[config.mk]
export PLATFORM = sky130hd
export DESIGN_NAME = inst_queue_param
export DESIGN_NICKNAME = d
export VERILOG_FILES = /design/src/rtl/inst_queue_param_pkg.sv /design/src/rtl/iq_ring_buffer.sv /design/src/rtl/inst_queue_param.sv
export SDC_FILE = /design/constraint.sdc
export NUM_CORES = 2
export LEC_CHECK = 0
export ABC_AREA = 1
export CAP_MARGIN = 25
export CORE_UTILIZATION = 43
export CTS_CLUSTER_SIZE = 14
export DETAILED_ROUTE_END_ITERATION = 10
export PLACE_DENSITY = 0.61
export SETUP_SLACK_MARGIN = 0.2
export SYNTH_ARGS = -nofsm -noshare
export SYNTH_HDL_FRONTEND = slang
export SYNTH_SLANG_ARGS = --single-unit
[constraint.sdc]
create_clock -name clk_in -period 6.3 [get_ports clk_in]
set_clock_uncertainty 0.15 [all_clocks]
set_input_delay 1.89 -clock clk_in [delete_from_list [all_inputs] [get_ports clk_in]]
set_output_delay 1.89 -clock clk_in [all_outputs]
set_load 0.01 [all_outputs]
[src/rtl/inst_queue_param_pkg.sv]
// Shared op-class encodings and dispatch bundle for the instruction queue.
package inst_queue_param_pkg;

    localparam logic TRUE  = 1'b1;
    localparam logic FALSE = 1'b0;

    typedef enum logic [2:0] {
        LUIType   = 3'd0,
        AUIPCType = 3'd1,
        JALType   = 3'd2,
        BType     = 3'd3,
        ILoadType = 3'd4,
        SType     = 3'd5,
        IType     = 3'd6,
        RType     = 3'd7
    } opera_type_e;

    typedef struct packed {
        logic rob;
        logic rs;
        logic lsb;
    } dispatch_t;

    function automatic logic is_mem_op(input opera_type_e op);
        return (op == SType) || (op == ILoadType);
    endfunction

endpackage

[src/rtl/iq_ring_buffer.sv]
// Power-of-two ring of {instruction, pc} with occupancy count and flags.
import inst_queue_param_pkg::*;

module iq_ring_buffer #(
    parameter int DEPTH        = 32,
    parameter int XLEN         = 32,
    parameter int AFULL_THRESH = 2
) (
    input  logic                   clk_in,
    input  logic                   rst_in,
    input  logic                   rdy_in,
    input  logic                   flush,
    input  logic                   wr_en,
    input  logic [XLEN-1:0]        wr_instr,
    input  logic [XLEN-1:0]        wr_pc,
    input  logic                   rd_en,
    output logic [XLEN-1:0]        rd_instr,
    output logic [XLEN-1:0]        rd_pc,
    output logic [$clog2(DEPTH):0] count,
    output logic                   is_full,
    output logic                   almost_full,
    output logic                   is_empty,
    output logic                   overflow_err
);

    localparam int PW = $clog2(DEPTH);
    localparam int CW = PW + 1;

    logic [XLEN-1:0] instr_mem [DEPTH];
    logic [XLEN-1:0] pc_mem    [DEPTH];
    logic [PW-1:0]   head;
    logic [PW-1:0]   rear;
    logic            live;
    logic            push_ok;
    logic            pop_ok;
    logic            ovf_set;

    assign live    = rdy_in && !flush;
    assign push_ok = live && wr_en && !is_full;
    assign pop_ok  = live && rd_en && !is_empty;
    assign ovf_set = live && wr_en && is_full;

    assign is_empty    = (count == '0);
    assign is_full     = (count == CW'(DEPTH));
    assign almost_full = (DEPTH - int'(count)) <= AFULL_THRESH;

    assign rd_instr = instr_mem[head];
    assign rd_pc    = pc_mem[head];

    // Storage has no reset; outputs simply show whatever head addresses.
    always_ff @(posedge clk_in) begin
        if (push_ok) begin
            instr_mem[rear] <= wr_instr;
            pc_mem[rear]    <= wr_pc;
        end
    end

    always_ff @(posedge clk_in or posedge rst_in) begin
        if (rst_in) begin
            head         <= '0;
            rear         <= '0;
            count        <= '0;
            overflow_err <= 1'b0;
        end else if (rdy_in) begin
            if (flush) begin
                head  <= '0;
                rear  <= '0;
                count <= '0;
            end else begin
                if (push_ok) begin
                    rear <= rear + PW'(1);
                end
                if (pop_ok) begin
                    head <= head + PW'(1);
                end
                count <= count + CW'(push_ok) - CW'(pop_ok);
            end
            if (ovf_set) begin
                overflow_err <= 1'b1;
            end
        end
    end

endmodule

[src/rtl/inst_queue_param.sv]
// Fetch-side instruction queue with ROB/RS/LSB dispatch routing.
// Define IQ_BYPASS_EN for zero-latency dispatch of a push into an empty queue.
import inst_queue_param_pkg::*;

module inst_queue_param #(
    parameter int DEPTH        = 32,
    parameter int XLEN         = 32,
    parameter int AFULL_THRESH = 2
) (
    input  logic                   clk_in,
    input  logic                   rst_in,
    input  logic                   rdy_in,
    input  logic                   roll_back,
    input  logic                   instruction_ready,
    input  logic [XLEN-1:0]        instruction_in,
    input  logic [XLEN-1:0]        pc_in,
    input  logic [2:0]             op_type_in,
    input  logic                   rob_is_full,
    input  logic                   rs_is_full,
    input  logic                   lsb_is_full,
    output logic [XLEN-1:0]        instruction_out,
    output logic [XLEN-1:0]        ins_pc_out,
    output logic                   ins_to_rob,
    output logic                   ins_to_rs,
    output logic                   ins_to_lsb,
    output logic                   is_full,
    output logic                   almost_full,
    output logic [$clog2(DEPTH):0] count,
    output logic                   overflow_err
);

    opera_type_e     op_cls;
    dispatch_t       disp;
    logic            mem_op;
    logic            have_entry;
    logic            fire;
    logic            wr_en;
    logic            is_empty;
    logic [XLEN-1:0] head_instr;
    logic [XLEN-1:0] head_pc;

    assign op_cls = opera_type_e'(op_type_in);
    assign mem_op = is_mem_op(op_cls);

`ifdef IQ_BYPASS_EN
    logic bypass;

    assign bypass = is_empty && instruction_ready && rdy_in && !roll_back;
    assign have_entry = !is_empty || bypass;
    assign instruction_out = bypass ? instruction_in : head_instr;
    assign ins_pc_out = bypass ? pc_in : head_pc;
    // A bypassed pair that dispatches never touches storage.
    assign wr_en = instruction_ready && !(bypass && fire);
`else
    assign have_entry = !is_empty;
    assign instruction_out = head_instr;
    assign ins_pc_out = head_pc;
    assign wr_en = instruction_ready;
`endif

    always_comb begin
        fire = FALSE;
        if (rdy_in && !roll_back && have_entry && !rob_is_full) begin
            fire = mem_op ? !lsb_is_full : !rs_is_full;
        end
    end

    always_comb begin
        disp     = '0;
        disp.rob = fire;
        disp.rs  = fire && !mem_op;
        disp.lsb = fire && mem_op;
    end

    assign ins_to_rob = disp.rob;
    assign ins_to_rs  = disp.rs;
    assign ins_to_lsb = disp.lsb;

    iq_ring_buffer #(
        .DEPTH        (DEPTH),
        .XLEN         (XLEN),
        .AFULL_THRESH (AFULL_THRESH)
    ) u_ring (
        .clk_in       (clk_in),
        .rst_in       (rst_in),
        .rdy_in       (rdy_in),
        .flush        (roll_back),
        .wr_en        (wr_en),
        .wr_instr     (instruction_in),
        .wr_pc        (pc_in),
        .rd_en        (fire),
        .rd_instr     (head_instr),
        .rd_pc        (head_pc),
        .count        (count),
        .is_full      (is_full),
        .almost_full  (almost_full),
        .is_empty     (is_empty),
        .overflow_err (overflow_err)
    );

endmodule
Yosys cells after proc, flatten, opt, wreduce, memory -nomap -nowiden

Memory sizes are Yosys's and may differ from the RTL's.
Cells that the tools add are included.
Widths: inputs -> output; s select.

Memories kept: 2
Output and inout port bits: 76
Register bits: 17
Logic and storage cells: 48
Input bits: 75
Memory bits (writable): 2048

$add $sub $neg: 5
Reductions and logical operators: 24
Eq/ne operators: 3
Magnitude comparators: 1
Multiplexer cells: 9

Memory list:

| name             | words | bits a word | read ports | clocked after Yosys merged registers in | wr ports | line                 | source |
|---|---|---|---|---|---|---|---|
| u_ring.instr_mem | 32    | 32          | 1          | 0                                       | 1        | iq_ring_buffer.sv:29 | `logic [XLEN-1:0] instr_mem [DEPTH];` |
| u_ring.pc_mem    | 32    | 32          | 1          | 0                                       | 1        | iq_ring_buffer.sv:30 | `logic [XLEN-1:0] pc_mem [DEPTH];` |

Operators with widths:

| kind                | number |
|---|---|
| $le 32x3->1 const B | 1 |
| $mux 5              | 4 |
| $add 5x1->5 const B | 2 |
| $logic_and 1x1->1   | 10 |
| $logic_not 1->1     | 7 |
| $sub 6x6->7 const A | 1 |
| $add 6x1->6         | 1 |
| $eq 3x3->1 const B  | 2 |
| $eq 6x6->1 const B  | 1 |
| $logic_not 6->1     | 1 |
| $mux 6              | 1 |
| $reduce_and 2->1    | 3 |
| $sub 6x1->6         | 1 |
| $mux 1              | 4 |
| $reduce_bool 2->1   | 2 |
| $logic_or 1x1->1    | 1 |

Logic depth before layout (Yosys ltp)

Word-level depth: 9
Mapped depth: 17
Depth with buffers taken out: 17

Cells and area by module

A second synthesis with hierarchy kept.

Cells, all modules: 8706
Area total of the unflattened synthesis: 89364.5 um^2

By module, submodules not included:

| module           | area an instance (um^2) | sequential area each (um^2) | instances | cells an instance |
|---|---|---|---|---|
| iq_ring_buffer   | 89293.1                 | 61924.4                     | 1         | 8691 |
| inst_queue_param | 71.3                    | 0.0                         | 1         | 15 |

Worst setup path before layout

OpenSTA, ideal clock, no wires.

Kind: input to register
Start point: in rdy_in
End point: mem u_ring.instr_mem[0][0] (enable)
Arrival time: 5337 ps
Data required time: 5663 ps
Setup time: 487 ps
Setup slack: 327 ps
Stages on the path: 7
Path buffers: 1
Path through: buf_2 nand2_1 nor2_1 nand2_1 inv_1 nand2_1 nor2_1

Longest elaborated chain between the ends: 5

RTL lines:

| element                         | line                   | source |
|---|---|---|
| start: declaration              | inst_queue_param.sv:12 | `input logic rdy_in,` |
| $logic_and 1x1->1               | iq_ring_buffer.sv:38   | `assign live = rdy_in && !flush;` |
| $logic_and 1x1->1 (2 in series) | iq_ring_buffer.sv:39   | `assign push_ok = live && wr_en && !is_full;` |
| $mux 1                          | iq_ring_buffer.sv:52   | `if (push_ok) begin` |
| $mux 1 (implied by the code)    | iq_ring_buffer.sv:53   | `instr_mem[rear] <= wr_instr;` |
| end: declaration                | iq_ring_buffer.sv:29   |  |

No other way between the ends.

Final worst setup path

Start point: reg u_ring.head[0]
End point: out instruction_out[4]

Longest elaborated chain between the ends: 1

RTL lines:

| element                  | line                   | source |
|---|---|---|
| start: declaration       | iq_ring_buffer.sv:31   | `logic [PW-1:0] head;` |
| start signal: assignment | iq_ring_buffer.sv:74   | `head <= head + PW'(1);` |
| $mem_v2 32x32            | -                      |  |
| end: declaration         | inst_queue_param.sv:21 | `output logic [XLEN-1:0] instruction_out,` |

No other way between the ends.

==> impl_metrics.json <==
{
  "relSlewSlack": 0.295,
  "finalCritPeriodShare": 0.962,
  "dr.pass1.iters": 6,
  "viasPerCell": 5.10,
  "ys_seq_elements": 2065,
  "grtUsageTotal": 0.226,
  "clk-insertion-delay-late_ns": 0.86,
  "dpl.hpwl_um": 121000,
  "ant_nets": 0,
  "hold_path_class": "flip-flop to flip-flop",
  "tns_ns": 0,
  "cap_viol_max_count": 0,
  "drc": 0,
  "cp_slowest_cell": "dfrtp_4",
  "cp_top_family": "buffers and inverters",
  "fin_crit_ns": 6.06,
  "area_delta_synth_final_pct": 14.6,
  "portBuffers": 149,
  "start_kind": "flip-flop",
  "crit_top_cell": "nand2_1",
  "yosysWarnings": 0,
  "seq_power_share": 0.478,
  "critPathMaxFanout": 135,
  "cellPowerDensity_mw_per_mm2": 316,
  "hold_viol": 0,
  "dieHeight_um": 455,
  "finalWeightedCongestion": 0.775,
  "cts_htree_levels": 4,
  "rsz0062_at_grt": "true",
  "end_kind": "primary output",
  "max_clock_freq_mhz": 165,
  "clk_path_buf_depth": 3,
  "grt_pass1_vias": 55900,
  "layout_common_cells": "nand2_1 (3109), edfxtp_1 (2048), inv_1 (1098)",
  "num_io_pins": 151,
  "grt_overflow_total": 0,
  "die-area_mm2": 0.207,
  "grt_max_degree": 157,
  "synth_area_mm2": 0.0883,
  "nets": 8714,
  "final_common_cell": "nand2_1",
  "dr_total_vias": 58500,
  "clk_pin_slew_ns": 0.06,
  "cts.sinks": 2065,
  "arrival_ns": 4.02,
  "wl_um": 237000,
  "final-setup-viol-count": 0,
  "maxSlewViolCount": 0,
  "synth.distinct_cells": 29,
  "power.switching_uw": 8370,
  "peakVddDrop_uv": 300,
  "crit_chain": "buf_4 > buf_16 > nand2_1 > nand2_1 > nand2_1 > nand2_1 > nand2_1 > nand3_1 > nor2_1 > nor2_1 > clkdlybuf4s50_1",
  "critPathRequiredTime_ns": 4.26,
  "outcome": "complete, no violations",
  "cts_tree": "yes",
  "dp_slack_ns": 0.409,
  "cts_buffers": 210,
  "grt_pass1_wl_um": 349000,
  "antenna_found_initial": 12,
  "initial_core_util": 0.435,
  "wl_per_cell_um": 20.6,
  "crit_type": "flip-flop to primary output",
  "combPwrFrac": 0.146,
  "p_leak_uw": 0.0413,
  "swShare": 0.262,
  "cpPeakStageDelay_ns": 0.67,
  "seq_area_frac_synth": 0.702,
  "final_util": 0.498,
  "core_area_mm2": 0.203,
  "avgSynthCellArea_um2": 10.4,
  "p_int_uw": 23600,
  "power_frac_clock": 0.377,
  "drt_iter0_markers": 6218,
  "syn_nets": 8565,
  "root_buffer": "clkbuf_16",
  "layout-drive-gt1-share": 0.0629,
  "die_w_um": 455,
  "tightest_slew_ns": 1.05,
  "rows": 165,
  "cp.buffers_inverters": 3,
  "fin_ws_ns": 0.237,
  "synth_cells": 8471
}
[through the flow]
step | area (µm²) | hold WS [ns] | total power, µW | std cells
floorplan | 88300 | 0.343 | 18600 | 8471
global placement | 93600 | 0.298 | 20000 | 11000
detailed placement | 93700 | 0.296 | 20100 | 11000
CTS | 100000 | 0.319 | 32100 | 11400
global route | 101000 | 0.332 | 33100 | 11500
finish | 101000 | 0.313 | 31900 | 11500
[per-layer routing]
metal  global-route usage  vias to the layer above  share of wire
li1                     -                    27700              -
met1                0.317                    28200           0.44
met2                0.365                     2087           0.46
met3               0.0323                      414          0.072
met4               0.0674                       14          0.026
met5                    0                        -        0.00038
[registers in the layout (all words and copies together), names as in the netlist]
| signal | cells |
|---|---|
| u_ring.rear | 5 |
| u_ring.count | 6 |
| u_ring.pc_mem | 1024 |
| u_ring.overflow_err | 1 |
| u_ring.instr_mem | 1024 |
| u_ring.head | 5 |
[power groups by stage]
stage	clock (µW)	combinational, µW	sequential [µW]
after floorplan	0	3080	15500
after global placement	0	4500	15500
after detailed placement	0	4570	15600
after CTS	12200	4600	15300
after global routing	12700	5190	15300
final	12000	4660	15300
[synth_stat cells]
cell | instances | area (µm²)
nand2_1 | 3109 | 11700
edfxtp_1 | 2048 | 61500
inv_1 | 1100 | 4130
nand3_1 | 967 | 4840
nor2_1 | 594 | 2230
buf_2 | 190 | 951
a21oi_1 | 131 | 656
clkbuf_1 | 126 | 473
buf_1 | 44 | 165
buf_4 | 36 | 270
buf_6 | 27 | 304
o21ai_0 | 19 | 95.1
ha_1 | 18 | 225
dfrtp_1 | 17 | 425
o211ai_1 | 9 | 67.6
xor2_1 | 6 | 52.6
inv_2 | 4 | 15.0
o21ai_1 | 4 | 20.0
o22ai_1 | 4 | 25.0
or2_2 | 4 | 25.0
buf_8 | 3 | 45.0
nand4_1 | 2 | 12.5
nor3_1 | 2 | 10.0
xnor2_1 | 2 | 17.5
a21boi_1 | 1 | 7.51
a21o_1 | 1 | 7.51
fa_1 | 1 | 20.0
nor2_2 | 1 | 6.26
o31ai_1 | 1 | 7.51
[cell families after synthesis]
group	count (synthesis)	synth area share
AND/OR/NAND/NOR	4679	0.213
flip-flops	2065	0.702
buffers and inverters	1530	0.0720
AO/OA/AOI/OAI	170	0.0100
adder cells (fa/ha/maj)	19	0.00278
XOR/XNOR	8	0.000794
[layout make-up]
class / instances / area, µm²
antenna: 1 / 2.50
sequential: 2065 / 61900
fill: 17800 / 102000
inverter: 1104 / 4200
clock buffer: 257 / 5540
multi-input combinational: 4876 / 20200
clock inverter: 123 / 1050
tap: 2672 / 3340
timing repair buffer: 363 / 4830
[worst paths after layout]
check                                          from  depth (start not counted)  slack (ns)                       end
min in group asynchronous                    rst_in                          2        1.29           u_ring.count[3]
worst min-delay path            u_ring.overflow_err                          1        0.31       u_ring.overflow_err
worst max register to register      u_ring.count[1]                         10        2.72  u_ring.instr_mem[15][25]
max in group asynchronous                    rst_in                          2        4.19            u_ring.head[0]
worst max-delay path                 u_ring.head[0]                         11        0.24        instruction_out[4]
worst min register to register  u_ring.overflow_err                          1        0.31       u_ring.overflow_err
[repair_timing]
item,CTS,global route
buffers inserted,0,1
resized for setup,8,10
endpoints found under the hold margin,0,0
hold buffers,0,0
cloned,0,1
endpoints found under the setup margin,37,26
No activity file was read; power rests on OpenSTA's default activity.
==> patch: new RTL, same flow settings <==
`XLEN` is set to 32 in 2 places; all go to 24.
--- a/src/rtl/iq_ring_buffer.sv
+++ b/src/rtl/iq_ring_buffer.sv
@@ -3,7 +3,7 @@
 
 module iq_ring_buffer #(
     parameter int DEPTH        = 32,
-    parameter int XLEN         = 32,
+    parameter int XLEN         = 24,
     parameter int AFULL_THRESH = 2
 ) (
     input  logic                   clk_in,
--- a/src/rtl/inst_queue_param.sv
+++ b/src/rtl/inst_queue_param.sv
@@ -4,7 +4,7 @@
 
 module inst_queue_param #(
     parameter int DEPTH        = 32,
-    parameter int XLEN         = 32,
+    parameter int XLEN         = 24,
     parameter int AFULL_THRESH = 2
 ) (
     input  logic                   clk_in,
Ports: changed (resized ins_pc_out, instruction_in, instruction_out and pc_in); port bits go from 151 to 119. No check against the original RTL was run, so the function may have changed too.
==> patch against the unedited design <==
Maximum frequency increased by 3.7%; synthesized cell count decreased by 28%; critical path depth unchanged; cell area decreased by 26%; combinational power decreased by 29%; sequential cell count decreased by 512; routed wire length decreased by 27%; non-clock buffer count decreased by 106; synthesized area decreased by 25%; setup slack improved by 0.22 ns; largest power group unchanged; clock power decreased by 26%; via count decreased by 26%; power decreased by 26%.
==> patch: results (changes against the unedited design) <==
[placed_design]
dp_cells = 8054  ; -27%
dp_hpwl_um = 83110  ; -31%
io_buffers = 117  ; -21%
place_congestion = 0.7513  ; -3.1%
place_ws_ns = 0.5431  ; +0.1343 ns
placed_area_um2 = 69630  ; -26%

[grt]
grt_pass1_wl_um = 256200  ; -27%
grt_pass1_vias = 40782  ; -27%
grt_util_all_layers_pct = 22.05  ; -0.55 points
grt_max_degree = 194  ; +24%
grt_antenna_before_repair = 3  ; -9

[clocking]
clock-root-buffer = clkbuf_16
cts_made_buffers = 160  ; -24%
cts_resized = 0  ; -8
clock_latency_ns = 0.79  ; -0.07 ns

[sta]
hold_ws_ns = 0.3101  ; -0.003183 ns
worst_pin_slew_ns = 1.113  ; +0.05912 ns
max_freq_mhz = 171.1  ; +3.7%
setup_tns_ns = 0  ; unchanged

[worst_setup_path]
worst-path-max-fanout = 55  ; -59%
critPathSlowestCell = dfrtp_4
cp-endpoint = instruction_out[13]
timing.rr.end = u_ring.pc_mem[8][6]$_DFFE_PP_
cp_top_family = buffers and inverters
cp_slowest_stage_delay_ns = 0.74  ; +0.07 ns
crit_path_start = u_ring.head[0]$_DFFE_PP0P_
ff2ff_path_depth = 10  ; unchanged
reg2reg_slack_ns = 2.84  ; +0.12 ns
critical_path_arrival_ns = 3.81  ; -0.21 ns

[layout]
ff_latch_area_um2 = 46560  ; -25%
nFillCells = 13401  ; -25%
reg_top3 = u_ring.instr_mem: 768 flops, u_ring.pc_mem: 768 flops, u_ring.count: 6 flops
final_nets = 6287  ; -28%
drive_gt1_share_pct = 6.032  ; -0.26 points

[synthesis]
synth_xor_xnor_area_share_pct = 0.1064  ; +0.027 points
ys_seq_area_share_pct = 70.66  ; +0.51 points
synth_fp_nets = 6185  ; -28%
synth-compound-area-share_pct = 1.434  ; +0.43 points
synth_adder_area_share_pct = 0.3723  ; +0.094 points
synth_cells = 6107  ; -28%
synth-edff-count = 1536  ; -25%
async_reset_ff_share_pct = 1.095  ; +0.27 points
yosysUniqueCellTypes = 29  ; unchanged
yosys-top-cells-count = nand2_1 (2,162), edfxtp_1 (1,536), nand3_1 (926), inv_1 (801), buf_2 (210)
netlist_top_cells_area = edfxtp_1 (70%), nand2_1 (12%), nand3_1 (7.0%)

[route]
vias = 43071  ; -26%
wl_per_cell_um = 20.70  ; +0.30%
drt_iter0_drc = 4305  ; -31%
finalWirelength_um = 173200  ; -27%

[pwr]
p_per_area_nw_per_um2 = 315.0  ; -0.26%
leakagePower_nw = 29.74  ; -28%
peakVddDrop_mv = 0.2800  ; -6.7%
pwr-share-comb_pct = 14.0  ; -0.6 points
powerSeq_mw = 11.5  ; -25%
p_int_mw = 17.53  ; -26%

[run_status]
status = completed

[worst_hold_path]
whs_path_depth = 1  ; unchanged

-- patch: cell count changes in the layout (fill, tap and decap cells not counted), moves of 31 or more --
cell,unedited run,this run
nor2_1,559,108
edfxtp_1,2048,1536
inv_1,1098,800
a21oi_1,131,100
clkdlybuf4s50_1,149,117
o211ai_1,9,48
clkbuf_16,230,173
nand3_1,967,926
buf_12,84,43
nand2_1,3109,2162
-- patch: area by class of cell --
type / count / area share [%]
flip-flops and latches: 1553 / 62.08
multi-input cells: 3427 / 19.78
clock buffers: 216 / 5.816
repair buffers: 257 / 4.207
inverters: 809 / 4.108
well taps: 2030 / 3.386
clock inverters: 70 / 0.6072
repair inverters: 1 / 0.01501
diodes: 2 / 0.006672
-- patch: routing by layer --
layer | track usage (%) | share of wire [%] | up-vias
li1 | - | - | 20325
met1 | 30.34 | 43 | 20877
met2 | 36.49 | 48 | 1623
met3 | 3.319 | 7.3 | 244
met4 | 5.845 | 2.1 | 2
met5 | 0 | 0.0058 | -
